## src/rtl/secp256k1_pkg.sv

```systemverilog
// secp256k1_pkg: shared field constants and FSM state encoding for the serial field adder.
package secp256k1_pkg;
  localparam int FIELD_W = 256;
  localparam logic [FIELD_W-1:0] SECP_P =
    256'hFFFFFFFF_FFFFFFFF_FFFFFFFF_FFFFFFFF_FFFFFFFF_FFFFFFFF_FFFFFFFE_FFFFFC2F;
  localparam logic [1:0] ST_IDLE = 2'd0;
  localparam logic [1:0] ST_ADD  = 2'd1;
  localparam logic [1:0] ST_RED  = 2'd2;
  localparam logic [1:0] ST_DONE = 2'd3;
  typedef enum logic [1:0] {
    IDLE = ST_IDLE,
    ADD  = ST_ADD,
    RED  = ST_RED,
    DONE = ST_DONE
  } state_t;
endpackage

```

## src/rtl/mod_add_serial_if.sv

```systemverilog
// mod_add_serial_if: operand/result handshake bundle for mod_add_serial.
//   in_valid/in_ready + x, y (+ op when MOD_ADD_SERIAL_SUB_EN) : operand side
//   out_valid/out_ready + sum                                  : result side
//   master = producer/consumer side, slave = the adder.
interface mod_add_serial_if;
  import secp256k1_pkg::*;
  logic               in_valid;
  logic               in_ready;
  logic [FIELD_W-1:0] x;
  logic [FIELD_W-1:0] y;
  logic               out_valid;
  logic               out_ready;
  logic [FIELD_W-1:0] sum;
`ifdef MOD_ADD_SERIAL_SUB_EN
  logic               op;
  modport master (output in_valid, x, y, op, out_ready, input in_ready, out_valid, sum);
  modport slave  (input in_valid, x, y, op, out_ready, output in_ready, out_valid, sum);
`else
  modport master (output in_valid, x, y, out_ready, input in_ready, out_valid, sum);
  modport slave  (input in_valid, x, y, out_ready, output in_ready, out_valid, sum);
`endif
endinterface

```

## src/rtl/limb_addsub.sv

```systemverilog
// limb_addsub: combinational LIMB_W-bit add/subtract on a LIMB_W+1-bit adder.
//   a, b : limb operands     ci  : carry-in (add) or borrow-in (sub)
//   sub  : 1 = a - b - ci    r   : limb result
//   co   : carry-out (add) or borrow-out (sub)
module limb_addsub #(
  parameter int LIMB_W = 64
) (
  input  logic [LIMB_W-1:0] a,
  input  logic [LIMB_W-1:0] b,
  input  logic              ci,
  input  logic              sub,
  output logic [LIMB_W-1:0] r,
  output logic              co
);
  logic [LIMB_W:0] t;
  // a negative difference wraps, leaving the borrow in the extra top bit
  assign t = sub ? {1'b0, a} - {1'b0, b} - (LIMB_W+1)'(ci)
                 : {1'b0, a} + {1'b0, b} + (LIMB_W+1)'(ci);
  assign {co, r} = t;
endmodule

```

## src/rtl/mod_add_serial.sv

```systemverilog
// mod_add_serial: limb-serial (x + y) mod p over the secp256k1 prime, one LIMB_W slice per clock.
//   clk   : rising-edge clock
//   reset : asynchronous, active-low
//   bus   : mod_add_serial_if.slave (in_valid/in_ready/x/y, out_valid/out_ready/sum)
//   MOD_ADD_SERIAL_SUB_EN adds bus.op (1 = (x - y) mod p), sampled at accept.
//   out_valid is first seen after the 2*N_LIMBS+1-th edge, counting the accept edge as the first.
module mod_add_serial
  import secp256k1_pkg::*;
#(
  parameter int LIMB_W = 64
) (
  input logic clk,
  input logic reset,
  mod_add_serial_if.slave bus
);
  localparam int N_LIMBS = FIELD_W / LIMB_W;
  localparam int CW = N_LIMBS > 1 ? $clog2(N_LIMBS) : 1;
  state_t state, state_nx;
  logic [FIELD_W-1:0] x_r, y_r, s_r, d_r, sum_r, d_nx;
  logic [CW-1:0] cnt;
  logic [LIMB_W-1:0] a, b, r;
  logic cy, c_add, sub, co, last, sel;
`ifdef MOD_ADD_SERIAL_SUB_EN
  logic op_r;
`else
  localparam logic op_r = 1'b0;
`endif
  assign last = cnt == CW'(N_LIMBS - 1);
  // ADD works on x/y; RED folds p into the stored first-pass value (subtract for add, add for sub)
  always_comb begin
    a = state == RED ? s_r[cnt*LIMB_W +: LIMB_W] : x_r[cnt*LIMB_W +: LIMB_W];
    b = state == RED ? SECP_P[cnt*LIMB_W +: LIMB_W] : y_r[cnt*LIMB_W +: LIMB_W];
    sub = state == RED ? ~op_r : op_r;
  end
  limb_addsub #(.LIMB_W(LIMB_W)) u_limb (
    .a  (a),
    .b  (b),
    .ci (cy),
    .sub(sub),
    .r  (r),
    .co (co)
  );
  always_comb begin
    d_nx = d_r;
    d_nx[cnt*LIMB_W +: LIMB_W] = r;
  end
  // add: take s - p on overflow or when s >= p; sub: take (x - y) + p when x - y borrowed
  assign sel = op_r ? c_add : (c_add | ~co);
  always_comb begin
    state_nx = state == IDLE ? (bus.in_valid ? ADD : IDLE)
             : state == ADD  ? (last ? RED : ADD)
             : state == RED  ? (last ? DONE : RED)
             : (bus.out_ready ? IDLE : DONE);
  end
  always_ff @(posedge clk or negedge reset)
    if (!reset) state <= IDLE;
    else state <= state_nx;
  always_ff @(posedge clk or negedge reset)
    if (!reset) begin
      x_r   <= '0;
      y_r   <= '0;
      s_r   <= '0;
      d_r   <= '0;
      sum_r <= '0;
      cnt   <= '0;
      cy    <= 1'b0;
      c_add <= 1'b0;
`ifdef MOD_ADD_SERIAL_SUB_EN
      op_r  <= 1'b0;
`endif
    end else begin
      if (state == IDLE && bus.in_valid) begin
        x_r <= bus.x;
        y_r <= bus.y;
        cnt <= '0;
        cy  <= 1'b0;
`ifdef MOD_ADD_SERIAL_SUB_EN
        op_r <= bus.op;
`endif
      end
      if (state == ADD || state == RED) begin
        cnt <= last ? '0 : cnt + 1'b1;
        cy  <= last ? 1'b0 : co;
      end
      if (state == ADD) begin
        s_r[cnt*LIMB_W +: LIMB_W] <= r;
        if (last) c_add <= co;
      end
      if (state == RED) begin
        d_r <= d_nx;
        if (last) sum_r <= sel ? d_nx : s_r;
      end
    end
  assign bus.in_ready  = state == IDLE;
  assign bus.out_valid = state == DONE;
  assign bus.sum       = sum_r;
endmodule

```

## src/flat_wrapper.sv

```systemverilog
// flat-port wrapper written by rule: the top's interface ports become plain ports
module mod_add_serial_flat import secp256k1_pkg::*;
#(
  parameter int LIMB_W = 64
)
  (clk, reset, bus_in_valid, bus_x, bus_y, bus_out_ready, bus_in_ready, bus_out_valid, bus_sum);
  mod_add_serial_if bus_i ();
  input logic clk;
  input logic reset;
  input wire logic [$bits(bus_i.in_valid)-1:0] bus_in_valid;
  input wire logic [$bits(bus_i.x)-1:0] bus_x;
  input wire logic [$bits(bus_i.y)-1:0] bus_y;
  input wire logic [$bits(bus_i.out_ready)-1:0] bus_out_ready;
  output wire logic [$bits(bus_i.in_ready)-1:0] bus_in_ready;
  output wire logic [$bits(bus_i.out_valid)-1:0] bus_out_valid;
  output wire logic [$bits(bus_i.sum)-1:0] bus_sum;
  assign bus_i.in_valid = bus_in_valid;
  assign bus_i.x = bus_x;
  assign bus_i.y = bus_y;
  assign bus_i.out_ready = bus_out_ready;
  assign bus_in_ready = bus_i.in_ready;
  assign bus_out_valid = bus_i.out_valid;
  assign bus_sum = bus_i.sum;
  mod_add_serial #(.LIMB_W(LIMB_W)) u_core (.clk(clk), .reset(reset), .bus(bus_i));
endmodule
```

## config.mk

```make
export PLATFORM = sky130hd
export DESIGN_NAME = mod_add_serial_flat
export DESIGN_NICKNAME = d
export VERILOG_FILES = /design/src/rtl/secp256k1_pkg.sv /design/src/rtl/mod_add_serial_if.sv /design/src/rtl/limb_addsub.sv /design/src/rtl/mod_add_serial.sv /design/src/flat_wrapper.sv
export SDC_FILE = /design/constraint.sdc
export NUM_CORES = 2
export LEC_CHECK = 0
export CAP_MARGIN = 15
export CORE_AREA = 2 2 348 350
export DETAILED_ROUTE_END_ITERATION = 8
export DIE_AREA = 0 0 350 352
export PLACE_DENSITY = 0.8
export SYNTH_ARGS = -nofsm -noshare
export SYNTH_HDL_FRONTEND = slang
export SYNTH_SLANG_ARGS = --single-unit
export TNS_END_PERCENT = 1
```

## constraint.sdc

```tcl
create_clock -name clk -period 7.6 [get_ports clk]
set_clock_uncertainty 0.15 [all_clocks]
set_input_delay 1.14 -clock clk [delete_from_list [all_inputs] [get_ports clk]]
set_output_delay 1.14 -clock clk [all_outputs]
set_load 0.01 [all_outputs]
```

==> results_dict.tcl <==
set metrics [dict create \
    async_flop_share 1.00 \
    grt_usage 0.437 \
    fin_area_um2 81700 \
    tritoncts "yes" \
    drc 0 \
    antenna_found_initial 15 \
    clock_latency_ns 0.81 \
    place.gp.congestion 1.07 \
    synth-seq-cells 1286 \
    grt_pass1_vias 58153 \
    grt_pass1_wl_mm 393 \
    placed_cell_area_um2 77000 \
    area_growth_pct 21.0 \
    die_x_um 350 \
    drt_wl_total_mm 272 \
    cts-htree-levels 4 \
    drive_above_1_share 0.172 \
    first_pass_iters 6 \
    cts-root-buf "clkbuf_16" \
    syn_area_per_cell_um2 10.3 \
    fp.dieH_um 352 \
    tightest_slew_ns 1.37 \
    post-dp-hpwl_mm 191 \
    clock-sinks 1286 \
    port_buffers 773 \
    startpoint_type "flop" \
    setup_ws_ns 0.506 \
    setup_viol_count_final 0 \
    fin_crit_ns 7.09 \
    required_ns 8.13 \
    status "finished clean" \
    via_per_inst 6.70 \
    first_iter_violations 8328 \
    synth_ff_type "dfrtp_1" \
    grt_setup_unrepaired "no" \
    yosysUniqueCellTypes 104 \
    clkTransAtPathRegs_ns 0.06 \
    final_nets 7874 \
    ant_nets 0 \
    start_util 0.565 \
    cts.repair.resized 0 \
    criticalPathCategory "flop to flop" \
    grt_max_degree 193 \
    critPathArrivalTime_ns 7.63 \
    cts_setup_buffers 0 \
    multi_input_area_um2 32700 \
    dp_slack_ns 0.811 \
    cp-end-kind "flop" \
    clk_path_buf_depth 3 \
    ys.warnings.count 0 \
    io_pins 774 \
    finalMaxSlewViolations 0 \
    wl_per_cell_um 30.6 \
    overflow 0 \
    netlist_instances 6567 \
    layout_commonest_cell "dfrtp_1" \
    hp-class "input port to async pin" \
    maxSlewHeadroom 0.0873 \
    layout_common_cells "dfrtp_1, nand2_1, clkdlybuf4s50_1, o21ai_0, mux2_2" \
    period_share 0.933 \
    nFillCells 8840 \
    ys_seq_area_frac 0.477 \
    seq_area_um2 32200 \
    max_freq_mhz 141 \
    cts_buffers 137 \
    rows 127 \
    cp_max_fo 91 \
    ctsHoldBuffers 0 \
    synth_nets 7284 \
    die_area_um2 123000 \
    cap_violations 0 \
    setup_tns_ns 0 \
    vias 59527 \
    syn_area_um2 67500 \
    core_um2 119000 \
    hold_viol 0 \
    synth_edf_count 0 \
]
==> final timing paths <==
| kind | startpoint | endpoint | slack (ns) | depth (start not counted) |
|---|---|---|---|---|
| setup / recovery | u_core.state[0] | u_core.bus.sum[166] | 0.51 | 20 |
| hold / removal | reset | u_core.y_r[231] | 0.19 | 1 |
| setup reg to reg | u_core.state[0] | u_core.bus.sum[166] | 0.51 | 20 |
| hold reg to reg | u_core.bus.sum[72] | u_core.bus.sum[72] | 0.33 | 1 |
| max in group asynchronous | reset | u_core.y_r[79] | 5.16 | 3 |
| min in group clk | u_core.bus.sum[72] | u_core.bus.sum[72] | 0.33 | 1 |
==> metrics by stage <==
step	hold slack [ns]	std cells	utilization
floorplan	0.292	6567	-
global placement	0.303	8627	0.645
detailed placement	0.314	8627	0.645
CTS	0.243	8872	0.684
global route	0.263	8875	0.684
finish	0.192	8883	0.684
==> logic make-up (layout without fill, tap and decap cells) <==
| kind of cell | Yosys count | count (layout) | synth area share |
|---|---|---|---|
| mux | 753 | 753 | 0.156 |
| fa+ha+maj | 201 | 201 | 0.0377 |
| xor+xnor | 114 | 114 | 0.0150 |
| compound gates | 1711 | 1711 | 0.157 |
| other cells | 0 | 8 | 0 |
| flops | 1286 | 1286 | 0.477 |
| buf+inv | 688 | 1384 | 0.0406 |
| simple gates | 1814 | 1814 | 0.117 |
==> metal layers <==
layer / track usage / up-vias / routed length (um)
li1: - / 24567 / -
met1: 0.577 / 29234 / 99700
met2: 0.606 / 4677 / 111000
met3: 0.190 / 1033 / 42900
met4: 0.233 / 16 / 17700
met5: 0 / - / 154
==> worst max-delay path: stages, from the launching register on <==
cell and delay [ns]:
dfrtp_1 0.39, inv_1 0.12, ha_4 0.63, buf_12 0.30, buf_4 0.31, mux4_2 0.34
nand2_1 0.07, nand2_1 0.22, ha_1 0.61, nand4_1 0.25, nor3_1 0.48, nand2_1 0.14
nor2_1 0.14, o21ai_1 0.16, a21oi_1 0.51, a31oi_1 0.30, nor3_4 0.41, buf_12 0.33
nor2_1 0.08, buf_4 0.27, a311oi_1 0.39
==> synth_stat cells (11+ instances only) <==
cell type  number  area (um2)
xor2_1         44         385
o22ai_1        25         156
a21o_1         79         593
nand4_1        49         307
o31ai_1        72         541
and3_1         66         413
mux4_2        184        4140
a22oi_1        37         278
inv_1         203         762
o211ai_1       27         203
clkbuf_1      372        1400
nor3_1         81         405
nand2_1       952        3570
or2_2          62         388
o21a_1         20         150
a31oi_1        34         213
a22o_1         82         718
o21bai_1       26         195
nor2b_1        27         169
o31ai_2        14         175
or3_1          33         206
o21ai_0       556        2780
xnor2_1        68         596
a21oi_1       464        2320
a221oi_1       17         149
buf_6          11         124
nand3_1        79         395
nand2b_1       17         106
o21ai_1        70         350
buf_1          51         191
dfrtp_1      1286       32200
mux2i_1        44         440
a221o_1        19         190
buf_2          39         195
a211oi_1       32         240
ha_1          197        2460
o221ai_1       18         158
nor2_1        396        1490
o2bb2ai_1      20         175
mux2_2        521        5870
a211o_1        14         123
==> sequential cells by signal, summed over array words and instances (netlist names) <==
register,count
u_core.cnt,2
u_core.x_r,256
u_core.bus.sum,256
u_core.d_r,256
u_core.y_r,256
u_core.s_r,256
u_core.c_add,1
u_core.cy,1
u_core.state,2
==> final cells by class <==
| cell class | instances | share of cell area |
|---|---|---|
| Sequential cell | 1286 | 0.394 |
| Multi-Input combinational cell | 4593 | 0.400 |
| Clock buffer | 201 | 0.0498 |
| Timing Repair Buffer | 933 | 0.114 |
| Inverter | 206 | 0.00948 |
| Antenna cell | 8 | 0.000245 |
| Tap cell | 1612 | 0.0247 |
| Clock inverter | 44 | 0.00679 |
Power is left out: the tool's default activity adds up to more than one toggle a clock period on the data nets, which glitch-free logic cannot reach.
